===== src/rtl/mod_counter_mc_pkg.sv =====
// Shared constants for the multi-channel modulus counter.
// The optional per-channel tc event counter is enabled by MOD_COUNTER_MC_WRAP_CNT_EN.
package mod_counter_mc_pkg;

  localparam logic MODE_WRAP     = 1'b0;
  localparam logic MODE_SATURATE = 1'b1;

  localparam int WRAP_CNT_W = 16;

endpackage


===== src/rtl/mod_counter_ch.sv =====
// One counter channel: load/enable/direction, wrap or saturate at 0..limit, 1-cycle registered count/tc.
// No backpressure. The optional tc event counter is enabled by MOD_COUNTER_MC_WRAP_CNT_EN.
module mod_counter_ch
  import mod_counter_mc_pkg::*;
#(
  parameter int WIDTH = 8
) (
  input  logic             clk,
  input  logic             rstn,
  input  logic             i_mode,
  input  logic [WIDTH-1:0] i_limit,
  input  logic             i_en,
  input  logic             i_up,
  input  logic             i_load,
  input  logic [WIDTH-1:0] i_load_val,
  output logic [WIDTH-1:0] o_count,
  output logic             o_tc
`ifdef MOD_COUNTER_MC_WRAP_CNT_EN
  ,
  output logic [WRAP_CNT_W-1:0] o_wrap_cnt
`endif
);

  logic [WIDTH-1:0] r_count;
  logic             r_tc;

  logic w_above;
  logic w_at_hi;
  logic w_at_zero;
  logic w_tc_next;

  assign w_above   = (r_count > i_limit);
  assign w_at_hi   = (r_count == i_limit);
  assign w_at_zero = (r_count == '0);
  // A count stranded above a lowered limit is pulled back without flagging tc.
  assign w_tc_next = i_en && !w_above && (i_up ? w_at_hi : w_at_zero);

  always_ff @(posedge clk) begin
    if (!rstn) begin
      r_count <= '0;
      r_tc    <= 1'b0;
    end else if (i_load) begin
      r_count <= (i_load_val > i_limit) ? i_limit : i_load_val;
      r_tc    <= 1'b0;
    end else if (i_en) begin
      r_tc <= w_tc_next;
      if (w_above) begin
        r_count <= i_limit;
      end else if (i_up) begin
        if (w_at_hi) r_count <= (i_mode == MODE_WRAP) ? '0 : i_limit;
        else         r_count <= r_count + 1'b1;
      end else begin
        if (w_at_zero) r_count <= (i_mode == MODE_WRAP) ? i_limit : '0;
        else           r_count <= r_count - 1'b1;
      end
    end else begin
      r_tc <= 1'b0;
    end
  end

  assign o_count = r_count;
  assign o_tc    = r_tc;

`ifdef MOD_COUNTER_MC_WRAP_CNT_EN
  logic [WRAP_CNT_W-1:0] r_wrap_cnt;

  always_ff @(posedge clk) begin
    if (!rstn || i_load) begin
      r_wrap_cnt <= '0;
    end else if (w_tc_next && (r_wrap_cnt != {WRAP_CNT_W{1'b1}})) begin
      r_wrap_cnt <= r_wrap_cnt + 1'b1;
    end
  end

  assign o_wrap_cnt = r_wrap_cnt;
`endif

endmodule


===== src/rtl/mod_counter_mc.sv =====
// NCH independent programmable-modulus up/down counters sharing mode and limit; 1-cycle latency, no backpressure.
// Define MOD_COUNTER_MC_WRAP_CNT_EN to add the per-channel 16-bit wrap_cnt output.
module mod_counter_mc
  import mod_counter_mc_pkg::*;
#(
  parameter int WIDTH = 8,
  parameter int NCH   = 4
) (
  input  logic                 clk,
  input  logic                 rstn,
  input  logic                 mode,
  input  logic [WIDTH-1:0]     limit,
  input  logic [NCH-1:0]       en,
  input  logic [NCH-1:0]       up,
  input  logic [NCH-1:0]       load,
  input  logic [NCH*WIDTH-1:0] load_val,
  output logic [NCH*WIDTH-1:0] count,
  output logic [NCH-1:0]       tc
`ifdef MOD_COUNTER_MC_WRAP_CNT_EN
  ,
  output logic [NCH*WRAP_CNT_W-1:0] wrap_cnt
`endif
);

  logic [WIDTH-1:0] w_count [NCH];
  logic             w_tc    [NCH];
`ifdef MOD_COUNTER_MC_WRAP_CNT_EN
  logic [WRAP_CNT_W-1:0] w_wrap_cnt [NCH];
`endif

  for (genvar g = 0; g < NCH; g++) begin : g_ch
    mod_counter_ch #(
      .WIDTH (WIDTH)
    ) u_ch (
      .clk        (clk),
      .rstn       (rstn),
      .i_mode     (mode),
      .i_limit    (limit),
      .i_en       (en[g]),
      .i_up       (up[g]),
      .i_load     (load[g]),
      .i_load_val (load_val[g*WIDTH +: WIDTH]),
      .o_count    (w_count[g]),
      .o_tc       (w_tc[g])
`ifdef MOD_COUNTER_MC_WRAP_CNT_EN
      ,
      .o_wrap_cnt (w_wrap_cnt[g])
`endif
    );
  end

  always_comb begin
    count = '0;
    tc    = '0;
    for (int i = 0; i < NCH; i++) begin
      count[i*WIDTH +: WIDTH] = w_count[i];
      tc[i]                   = w_tc[i];
    end
  end

`ifdef MOD_COUNTER_MC_WRAP_CNT_EN
  always_comb begin
    wrap_cnt = '0;
    for (int i = 0; i < NCH; i++) begin
      wrap_cnt[i*WRAP_CNT_W +: WRAP_CNT_W] = w_wrap_cnt[i];
    end
  end
`endif

endmodule


===== config.mk =====
export PLATFORM = sky130hd
export DESIGN_NAME = mod_counter_mc
export DESIGN_NICKNAME = d
export VERILOG_FILES = /design/src/rtl/mod_counter_mc_pkg.sv /design/src/rtl/mod_counter_ch.sv /design/src/rtl/mod_counter_mc.sv
export SDC_FILE = /design/constraint.sdc
export NUM_CORES = 1
export LEC_CHECK = 0
export BUFFER_PORTS_ARGS = -buffer_cell sky130_fd_sc_hd__buf_2
export CAP_MARGIN = 15
export CORE_UTILIZATION = 44
export DETAILED_ROUTE_END_ITERATION = 10
export HOLD_SLACK_MARGIN = 0.05
export PLACE_DENSITY = 0.65
export SYNTH_ARGS = -nofsm -noshare
export SYNTH_HDL_FRONTEND = slang
export SYNTH_HIERARCHICAL = 1
export SYNTH_SLANG_ARGS = --single-unit

===== constraint.sdc =====
create_clock -name clk -period 3.2 [get_ports clk]
set_input_delay 0.64 -clock clk [delete_from_list [all_inputs] [get_ports clk]]
set_output_delay 0.64 -clock clk [all_outputs]
set_load 0.02 [all_outputs]

==> results.md, run 1 <==
- Routed wire per std cell: between 15 and 20 µm
- 1st-iter DRT viols: ~700
- ANT nets after route: 0
- EDFF count, synth: 0
- Vias in the first global route: around 6400
- Die extent in x: between 100 and 150 µm
- Crit path time final: between 2000 and 3000 ps
- Setup Buffers After CTS: 0
- Worst Hold Class: input pin to flip-flop
- PwrDens: ~380 nW/µm²
- Slew headroom: 64.7%
- RSZ-0062 raised after global routing: no
- Async SR Flop Fraction: 0%
- Clock Sinks: 36
- Setup CP Type: input pin to flip-flop
- Root buffer cell: clkbuf_16
- Highest routed layer: met4
- Vias/cell: 6.36
- Initial antenna violation count: 0
- Area contributors post-synth: ha_1 14%, dfxtp_1 11%, nand2_1 4.6%
- Ports: between 90 and 100
- Final slew viol count: 0
- Antenna cell count: 0
- WL met2: approximately 9.4 mm
- Most frequent cell after synthesis: nand2_1
- FF-to-FF setup slack: between 600 and 700 ps
- Min-Delay Endpoint: g_ch[2].u_ch/o_count[3]
- Final Skew: around 8.2 ps
- Syn avg cell area: 7.71 µm²
- Hold_sp: load_val[19]
- Cell area after synthesis: 6570 µm²
- Fill cells: about 1500
- Core area: 14500 µm²
- Initial Util: 45.2%
- GRT overflow: 0
- Maximum vdd drop: around 200 µV
- Critical Path Source Type: input pin
- IO buf count: 90
- Seq/Total Area, Yosys: between 10% and 20%
- DR WL met3: between 1.5 and 2 mm
- Die area: 15400 µm²
- Synth Register Bits: 36
- Final #Nets: approximately 1000
- Critical Path RT: approximately 3400 ps
- WL final: ~21 mm
- M1 WL: roughly 10 mm
- Final hold violation count: 0
- Synth area leader: ha_1
- Synth Instances: approximately 850
- Inserted Clock Buffers: 5
- Post-synth top cells: 80 x nand2_1, 76 x ha_1, 52 x inv_1, 48 x nor2_1
- Global-route wire length before repair: around 34 mm
- DRC: 0
- Period utilization: 85.1%
- Status: finished clean
- Post-CTS sizing: 0
- Buffer levels on the longest clock path: 2
- HPWL after detailed placement: around 16 mm
- Worst-margin pin slew: 529 ps
- Worst r2r src: g_ch[0].u_ch/o_count[0]
- Net count after synthesis: 983
- Warnings, synthesis: 6
- Share of layout cells above drive strength 1: 20.2%
- Largest net degree at the start of global routing: 25
- H-tree depth: 2
- CP arrival: 2890 ps
- Critical Path Sink Type: flip-flop
- Hold path depth: 3
- Reg2reg path depth: 8
- First-pass detailed-route iteration total: 5
- CTS tree: built
- Final Power: approximately 0.0027 W
- Routability cong.: a little over 0.9
- Clock transition at path regs: 70 ps
- Max Clk Rate: 367 MHz
- RR Endpoint: g_ch[0].u_ch/o_count[3]
- Setup TNS: 0 ps
- Clock Latency Late Sink: ~290 ps
- Area Overhead vs Synth: 7.81%
- Number of max-cap violations: 0
- Area share of the largest cell type after synthesis: about 14%
- Final setup viols: 0
- Site row count: 44
- Vias: just under 7000
- Post-synth top flop: dfxtp_1
- Critical Path Fanout Max: 13
- Die height: 124 µm
- Hold slack: between 600 and 700 ps
- Post-synth cell types: between 60 and 70
- Hold-fix buffers, CTS: 0
- Leak: 2.96 nW
- Overall Global Routing Usage: 26.7%
placed cells by master, fill, tap and decap left out, drive strengths merged, types with 20 or more instances in the layout:
cell type,instances
a211oi,36
a21oi,44
a31oi,28
buf,103
dfxtp,36
ha,76
inv,52
mux2i,20
nand2,84
nand3,48
nand4,20
nor2,56
nor3,28
o211ai,24
o21ai,40
xnor2,20
registers in the layout, indices dropped and copies added, names as in the netlist:
signal / flops
g_ch.u_ch/o_count: 32
g_ch.u_ch/o_tc: 4
report_power, final:
part           internal, W  leakage (nW)  total, W  switching, W
combinational     0.000581          2.59   0.00145      0.000870
clock             0.000367        0.0798  0.000582      0.000215
sequential        0.000502         0.299  0.000647      0.000146
total              0.00145          2.96   0.00268       0.00123
area by class of cell:
type	count	area [µm²]	area share, %
Clock buffer	5	125	1.77
Clock inverter	3	42.5	0.600
Inverter	52	195	2.76
Multi-Input combinational cell	708	5210	73.5
Sequential cell	36	721	10.2
Tap cell	184	230	3.25
Timing Repair Buffer	103	561	7.91
how the worst max path moves through the flow:
stage / start / to / slack (ps) / cells past startpoint
floorplan: g_ch[0].u_ch/o_count[0] / g_ch[0].u_ch/o_count[3] / 740 / 10
global placement: limit[7] / g_ch[1].u_ch/o_count[5] / 250 / 9
detailed placement: limit[7] / g_ch[1].u_ch/o_count[0] / 280 / 9
CTS: limit[7] / g_ch[1].u_ch/o_count[0] / 560 / 9
global route: limit[7] / g_ch[1].u_ch/o_count[4] / 410 / 9
finish: limit[7] / g_ch[1].u_ch/o_count[0] / 480 / 9
logic make-up (layout without fill, tap and decap cells):
logic type	count (synthesis)	count (layout)	share of synthesized area (%)
and+or+nand+nor	328	328	29.3
muxes	20	20	3.05
DFF	36	36	11.0
buffers and inverters	108	163	9.75
adders and majority gates	76	76	14.5
AOI/OAI and AO/OA	264	264	29.8
xor gates and xnor gates	20	20	2.67
metrics by stage:
step / worst slack [ps] / instance area, µm² / utilization [%] / std cells
global placement: 252 / 6920 / 47.6 / 1083
finish: 477 / 7080 / 48.7 / 1091
global route: 405 / 7080 / 48.7 / 1091
detailed placement: 284 / 6920 / 47.6 / 1083
CTS: 562 / 7080 / 48.7 / 1091
floorplan: 741 / 6570 / - / 852
critical path, stage by stage:
cell,delay [ps]
buf_2,320
inv_1,160
ha_1,390
nand4_4,150
nor2_2,430
a211o_1,210
nand2_1,160
a311oi_1,310
o31ai_1,110
metal layers:
metal | global-route usage (%) | up-vias
li1 | - | 3338
met1 | 39.3 | 3278
met2 | 41.7 | 296
met3 | 3.28 | 22
met4 | 4.89 | 0
met5 | 0 | -
Note: power is estimated with default switching activity, not from simulation.
==> inputs of run 2 (changes only) <==
--- a/config.mk
+++ b/config.mk
@@ -10,7 +10,7 @@
 export CORE_UTILIZATION = 44
 export DETAILED_ROUTE_END_ITERATION = 10
 export HOLD_SLACK_MARGIN = 0.05
-export PLACE_DENSITY = 0.65
+export SETUP_SLACK_MARGIN = 0.15
 export SYNTH_ARGS = -nofsm -noshare
 export SYNTH_HDL_FRONTEND = slang
 export SYNTH_HIERARCHICAL = 1
==> results.md, run 2 (synthesis results as in run 1) <==
- Final #Nets: 1041 (+0.39%)
- Reg area: 721 µm² (unchanged)
- CP arrival: 2780 ps (-110 ps)
- PwrDens: 386 nW/µm² (+2.0%)
- Antenna cell count: 0 (unchanged)
- Core area: 14500 µm² (unchanged)
- Setup WS pre-CTS: 290 ps (+6.63 ps)
- Crit path cell chain: buf_2, inv_1, ha_1, nand4_4, or2_1, and2_4, o31a_1, a211oi_2, a311oi_2
- Overall Global Routing Usage: 27.8% (+1.1 points)
- Multi-input gate area: 5210 µm² (unchanged)
- CP max-delay cell: ha_1
- Number of max-cap violations: 0 (unchanged)
- Clock Sinks: 36 (unchanged)
- Final hold violation count: 0 (unchanged)
- Slew headroom: 57.9% (-6.8 points)
- Share of layout cells above drive strength 1: 20.5% (+0.35 points)
- Ports: 91 (unchanged)
- H-tree depth: 2 (unchanged)
- Vias/cell: 6.40 (+0.63%)
- Worst r2r src: g_ch[3].u_ch/o_count[0]
- CTS tree: built
- Final worst slack: 580 ps (+103 ps)
- Placed insts: 1087 (+0.37%)
- Site row count: 44 (unchanged)
- Commonest cells after routing, fill and taps aside: 90 x buf_2, 80 x nand2_1, 76 x ha_1
- Die extent in x: 124 µm (unchanged)
- Setup Buffers After CTS: 0 (unchanged)
- Post-CTS sizing: 0 (unchanged)
- Sequential power share: 23.7% (-0.5 points)
- Combinational group share of total power: 53.2% (-0.9 points)
- IO buf count: 90 (unchanged)
- Die area: 15400 µm² (unchanged)
- Maximum vdd drop: 209 µV (+1.9%)
- Vias in the first global route: 6625 (+3.7%)
- Final setup viols: 0 (unchanged)
- Inserted Clock Buffers: 5 (unchanged)
- Period utilization: 81.9% (-3.2 points)
- Routability cong.: 0.925 (+1.7%)
- Clock Latency Late Sink: 290 ps (about the same)
- Clock transition at path regs: 70 ps (about the same)
- Vias: 7003 (+1.0%)
- Root buffer cell: clkbuf_16
- Leak: 2.99 nW (+0.86%)
- Routed wire per std cell: 19.8 µm (+1.8%)
- Hold slack: 671 ps (-0.548 ps)
- Buffer levels on the longest clock path: 2 (unchanged)
- Hold_sp: load_val[3]
- Global-route wire length before repair: 35.2 mm (+3.0%)
- ANT nets after route: 0 (unchanged)
- Hold-fix buffers, CTS: 0 (unchanged)
- Largest net degree at the start of global routing: 31 (+24%)
- Max FFs per register: 32 (unchanged)
- Crit path time final: 2620 ps (-103 ps)
- Worst-margin pin slew: 632 ps (+103 ps)
- Die height: 124 µm (unchanged)
- Worst Setup SP: limit[7]
- Critical Path Fanout Max: 13 (unchanged)
- Setup TNS: 0 ps (unchanged)
- Critical Path Source Type: input pin
- 1st-iter DRT viols: 629 (-10%)
- Most common cell after layout, fill and taps aside: buf_2
- Max Clk Rate: 382 MHz (+3.9%)
- HPWL after detailed placement: 16.4 mm (+2.5%)
- First-pass detailed-route iteration total: 5 (unchanged)
- Initial Util: 45.2% (unchanged)
- Fill cells: 1519 (-0.13%)
- Internal power: 0.00150 W (+3.4%)
- Final slew viol count: 0 (unchanged)
- DRC: 0 (unchanged)
- NetSw: 0.00125 W (+1.4%)
- Status: finished clean
- RSZ-0062 raised after global routing: no
- WL final: 21.7 mm (+2.2%)
- Area Overhead vs Synth: 8.30%
- Clk pwr share: 23.1% (+1.4 points)
- FF-to-FF setup slack: 780 ps (+120 ps)
- Initial antenna violation count: 0 (unchanged)
- Critical Path RT: 3360 ps (about the same)
- Worst Hold Class: input pin to flip-flop
- GRT overflow: 0 (unchanged)
- Setup CP Type: input pin to flip-flop
- Final Skew: 2.77 ps (-5.39 ps)
- Critical Path Sink Type: flip-flop
- Non-filler cells, final: 1095 (+0.37%)
- Slowest cell delay on critical path: 390 ps (-40 ps)
- Sw Ratio: 45.4% (-0.49 points)
## run 2: changes by cell type in the layout (fill, tap and decap cells not counted)
cell        change
clkbuf_8        +2
clkinvlp_4      -1
buf_12          -1
buf_4           +5
clkinv_2        -1
## run 2: critical path, delay by kind of cell
kind            cells  cell delay, ps
compound gates      3             620
fa+ha+maj           1             390
buf+inv             2             460
simple gates        3             680
## run 2: area by class of cell
| class | instances | area share [%] |
|---|---|---|
| well taps | 184 | 3.23 |
| multi-input cells | 708 | 73.2 |
| repair buffers | 107 | 8.12 |
| inverters | 52 | 2.74 |
| flip-flops and latches | 36 | 10.1 |
| clock buffers | 7 | 2.14 |
| clock inverters | 1 | 0.422 |
## run 2: metrics by stage
stage / util, % / instance area (µm²) / power [W]
after floorplan: - / 6570 / 0.00173
after global placement: 47.7 / 6930 / 0.00210
after global routing: 49.0 / 7120 / 0.00292
after CTS: 49.0 / 7120 / 0.00274
after detailed placement: 47.7 / 6930 / 0.00209
final: 49.0 / 7120 / 0.00275
## run 2: final timing paths
kind | to | cells past startpoint
worst max-delay path | g_ch[2].u_ch/o_count[3] | 9
worst min-delay path | g_ch[0].u_ch/o_count[3] | 3
worst max register to register | g_ch[3].u_ch/o_count[5] | 8
worst min register to register | g_ch[1].u_ch/o_count[4] | 2
## run 2: power groups by stage
stage	Sequential [W]	Combinational, W	Clock, W
3_3_place_gp	0.000658	0.00144	0
2_1_floorplan	0.000634	0.00110	0
6_report	0.000651	0.00146	0.000634
5_1_grt	0.000662	0.00161	0.000651
4_1_cts	0.000645	0.00145	0.000645
3_5_place_dp	0.000656	0.00144	0
## run 2: per-layer routing
metal / global-route usage [%] / vias to the layer above / routed length (µm)
met5: 0 / - / 0
met2: 44.3 / 307 / 9720
met3: 3.32 / 43 / 1440
met4: 9.71 / 0 / 572
met1: 38.5 / 3293 / 9930
li1: - / 3360 / -
==> inputs of run 3 (changes only) <==
--- a/config.mk
+++ b/config.mk
@@ -10,6 +10,7 @@
 export CORE_UTILIZATION = 44
 export DETAILED_ROUTE_END_ITERATION = 10
 export HOLD_SLACK_MARGIN = 0.05
+export PLACE_DENSITY = 0.66
 export SETUP_SLACK_MARGIN = 0.15
 export SYNTH_ARGS = -nofsm -noshare
 export SYNTH_HDL_FRONTEND = slang
==> constraint.sdc (replaced) <==
create_clock -name clk -period 2.4 [get_ports clk]
set_input_delay 0.48 -clock clk [delete_from_list [all_inputs] [get_ports clk]]
set_output_delay 0.48 -clock clk [all_outputs]
set_load 0.02 [all_outputs]
==> results.md, run 3 (synthesis results as in run 1) <==
- Status: finished clean
- Most common cell after layout, fill and taps aside: buf_4
- Met1 Resource Use GR: 39.1% (+0.59 points)
- Period utilization: 93.5%
- ANT nets after route: 0 (unchanged)
- CP max-delay cell: ha_1
- First-pass detailed-route iteration total: 5 (unchanged)
- Share of layout cells above drive strength 1: 32.2% (+12 points)
- RSZ-0062 raised after global routing: yes
- CTS tree: built
- Maximum vdd drop: 294 µV (+41%)
- Area Overhead vs Synth: 23.8%
- Crit path time final: around 2200 ps
- H-tree depth: 2 (unchanged)
- Site row count: 44 (unchanged)
- Critical Path RT: 2560 ps (-800 ps)
- Setup TNS: 0 ps (unchanged)
- GRT Max-Usage Layer: met2
- Initial Util: 45.2% (unchanged)
- Hold slack: 518 ps (-154 ps)
- Final hold violation count: 0 (unchanged)
- Hold-fix buffers, CTS: 0 (unchanged)
- Fill cells: 1375 (-9.5%)
- Setup WS pre-CTS: -174 ps (-464 ps)
- DRC: 0 (unchanged)
- HPWL after detailed placement: 17.2 mm (+5.1%)
- Critical Path Source Type: input pin
- Vias/cell: 6.14 (-3.9%)
- Worst Hold Class: input pin to flip-flop
- Multi-input gate area: 5330 µm² (+2.3%)
- Die area: 15400 µm² (unchanged)
- Final Skew: 5.92 ps (+3.15 ps)
- Clock transition at path regs: 60 ps (about the same)
- 1st-iter DRT viols: 630 (+0.16%)
- Overall Global Routing Usage: 27.5% (-0.32 points)
- Routability cong.: 0.958 (+3.6%)
- Initial antenna violation count: 0 (unchanged)
- Vias in the first global route: 6795 (+2.6%)
- Core area: 14500 µm² (unchanged)
- Inserted Clock Buffers: 5 (unchanged)
- Die height: 124 µm (unchanged)
- Max FFs per register: 32 (unchanged)
- Routed wire per std cell: 18.1 µm (-8.3%)
- Reg area: 728 µm² (+1.0%)
- Crit path cell chain: buf_2, buf_12, inv_1, ha_1, buf_4, a21oi_1, o21ai_2, buf_4, nand2_1, nand2_1, a311oi_2, o31ai_1
- Met3 Track Usage GR: 3.15% (-0.17 points)
- Critical Path Sink Type: flip-flop
- Buffer levels on the longest clock path: 2 (unchanged)
- Commonest cells after routing, fill and taps aside: 134 x buf_4, 86 x buf_2, 77 x nand2_1
- PwrDens: 479 nW/µm² (+24%)
- Final setup viols: 0 (unchanged)
- Slew headroom: 70.3% (+12 points)
- Clock Sinks: 36 (unchanged)
- Ports: 91 (unchanged)
- Setup CP Type: input pin to flip-flop
- Global-route wire length before repair: 35.2 mm (about the same)
- Final slew viol count: 0 (unchanged)
- Die extent in x: 124 µm (unchanged)
- Critical Path Fanout Max: 8 (-5)
- CP arrival: 2400 ps (-380 ps)
- Final worst slack: 157 ps (-424 ps)
- Worst-margin pin slew: 444 ps (-188 ps)
- GRT overflow: 0 (unchanged)
- Vias: 7441 (+6.3%)
- WL final: 22.0 mm (+1.4%)
- Max Clk Rate: ~450 MHz
- Final #Nets: 1157 (+11%)
- Largest net degree at the start of global routing: 23 (-26%)
- Slowest cell delay on critical path: 350 ps (-40 ps)
- Met2 Usage GRT: 43.7% (-0.52 points)
- Placement Cell Area: 7770 µm² (+12%)
- IO buf count: 90 (unchanged)
- Antenna cell count: 0 (unchanged)
- Root buffer cell: clkbuf_16
- Leak: 3.57 nW (+19%)
- Final Cell Area: 8140 µm² (+14%)
- Number of max-cap violations: 0 (unchanged)
- Clock Latency Late Sink: 290 ps (about the same)
==> run 3: layer usage <==
metal,vias up,share of wire (%)
met2,296,45
li1,3589,-
met4,0,2.2
met3,41,6.0
met5,-,0
met1,3515,46
==> run 3: what timing repair did <==
item / in CTS / in global routing
setup buffers: 0 / 8
setup endpoints to repair: 4 / 29
gates resized for setup: 2 / 30
pin swaps: 0 / 13
==> run 3: worst paths after layout <==
kind                            from                       to  slack (ps)  cells after the start
max reg2reg  g_ch[2].u_ch/o_count[0]  g_ch[2].u_ch/o_count[3]         250                      9
max                         limit[7]  g_ch[1].u_ch/o_count[0]         160                     12
min reg2reg  g_ch[3].u_ch/o_count[1]  g_ch[3].u_ch/o_count[1]         630                      2
min                     load_val[19]  g_ch[2].u_ch/o_count[3]         520                      3
==> run 3: power by group <==
part | leakage, nW | internal, W | switching (W)
sequential | 0.300 | 0.000673 | 0.0000654
clock | 0.0798 | 0.000489 | 0.000281
combinational | 3.19 | 0.00103 | 0.00136
total | 3.57 | 0.00219 | 0.00171
==> run 3: through the flow <==
stage | total power, W | cells | util, %
global placement | 0.00299 | 1195 | 53.5
global route | 0.00416 | 1211 | 56.0
finish | 0.00390 | 1211 | 56.0
floorplan | 0.00232 | 852 | -
detailed placement | 0.00301 | 1195 | 53.5
CTS | 0.00380 | 1203 | 54.7
==> run 3: final cells by class <==
type	count	share of cell area, %
Clock inverter	3	0.523
Tap cell	184	2.83
Inverter	52	2.40
Sequential cell	36	8.95
Timing Repair Buffer	223	18.2
Multi-Input combinational cell	708	65.5
Clock buffer	5	1.54
==> run 3: critical path: cells and delay by family <==
family,cells,cell delay [ps]
AND/OR/NAND/NOR,2,260
AO/OA/AOI/OAI,4,690
adder cells (fa/ha/maj),1,350
buffers and inverters,5,620
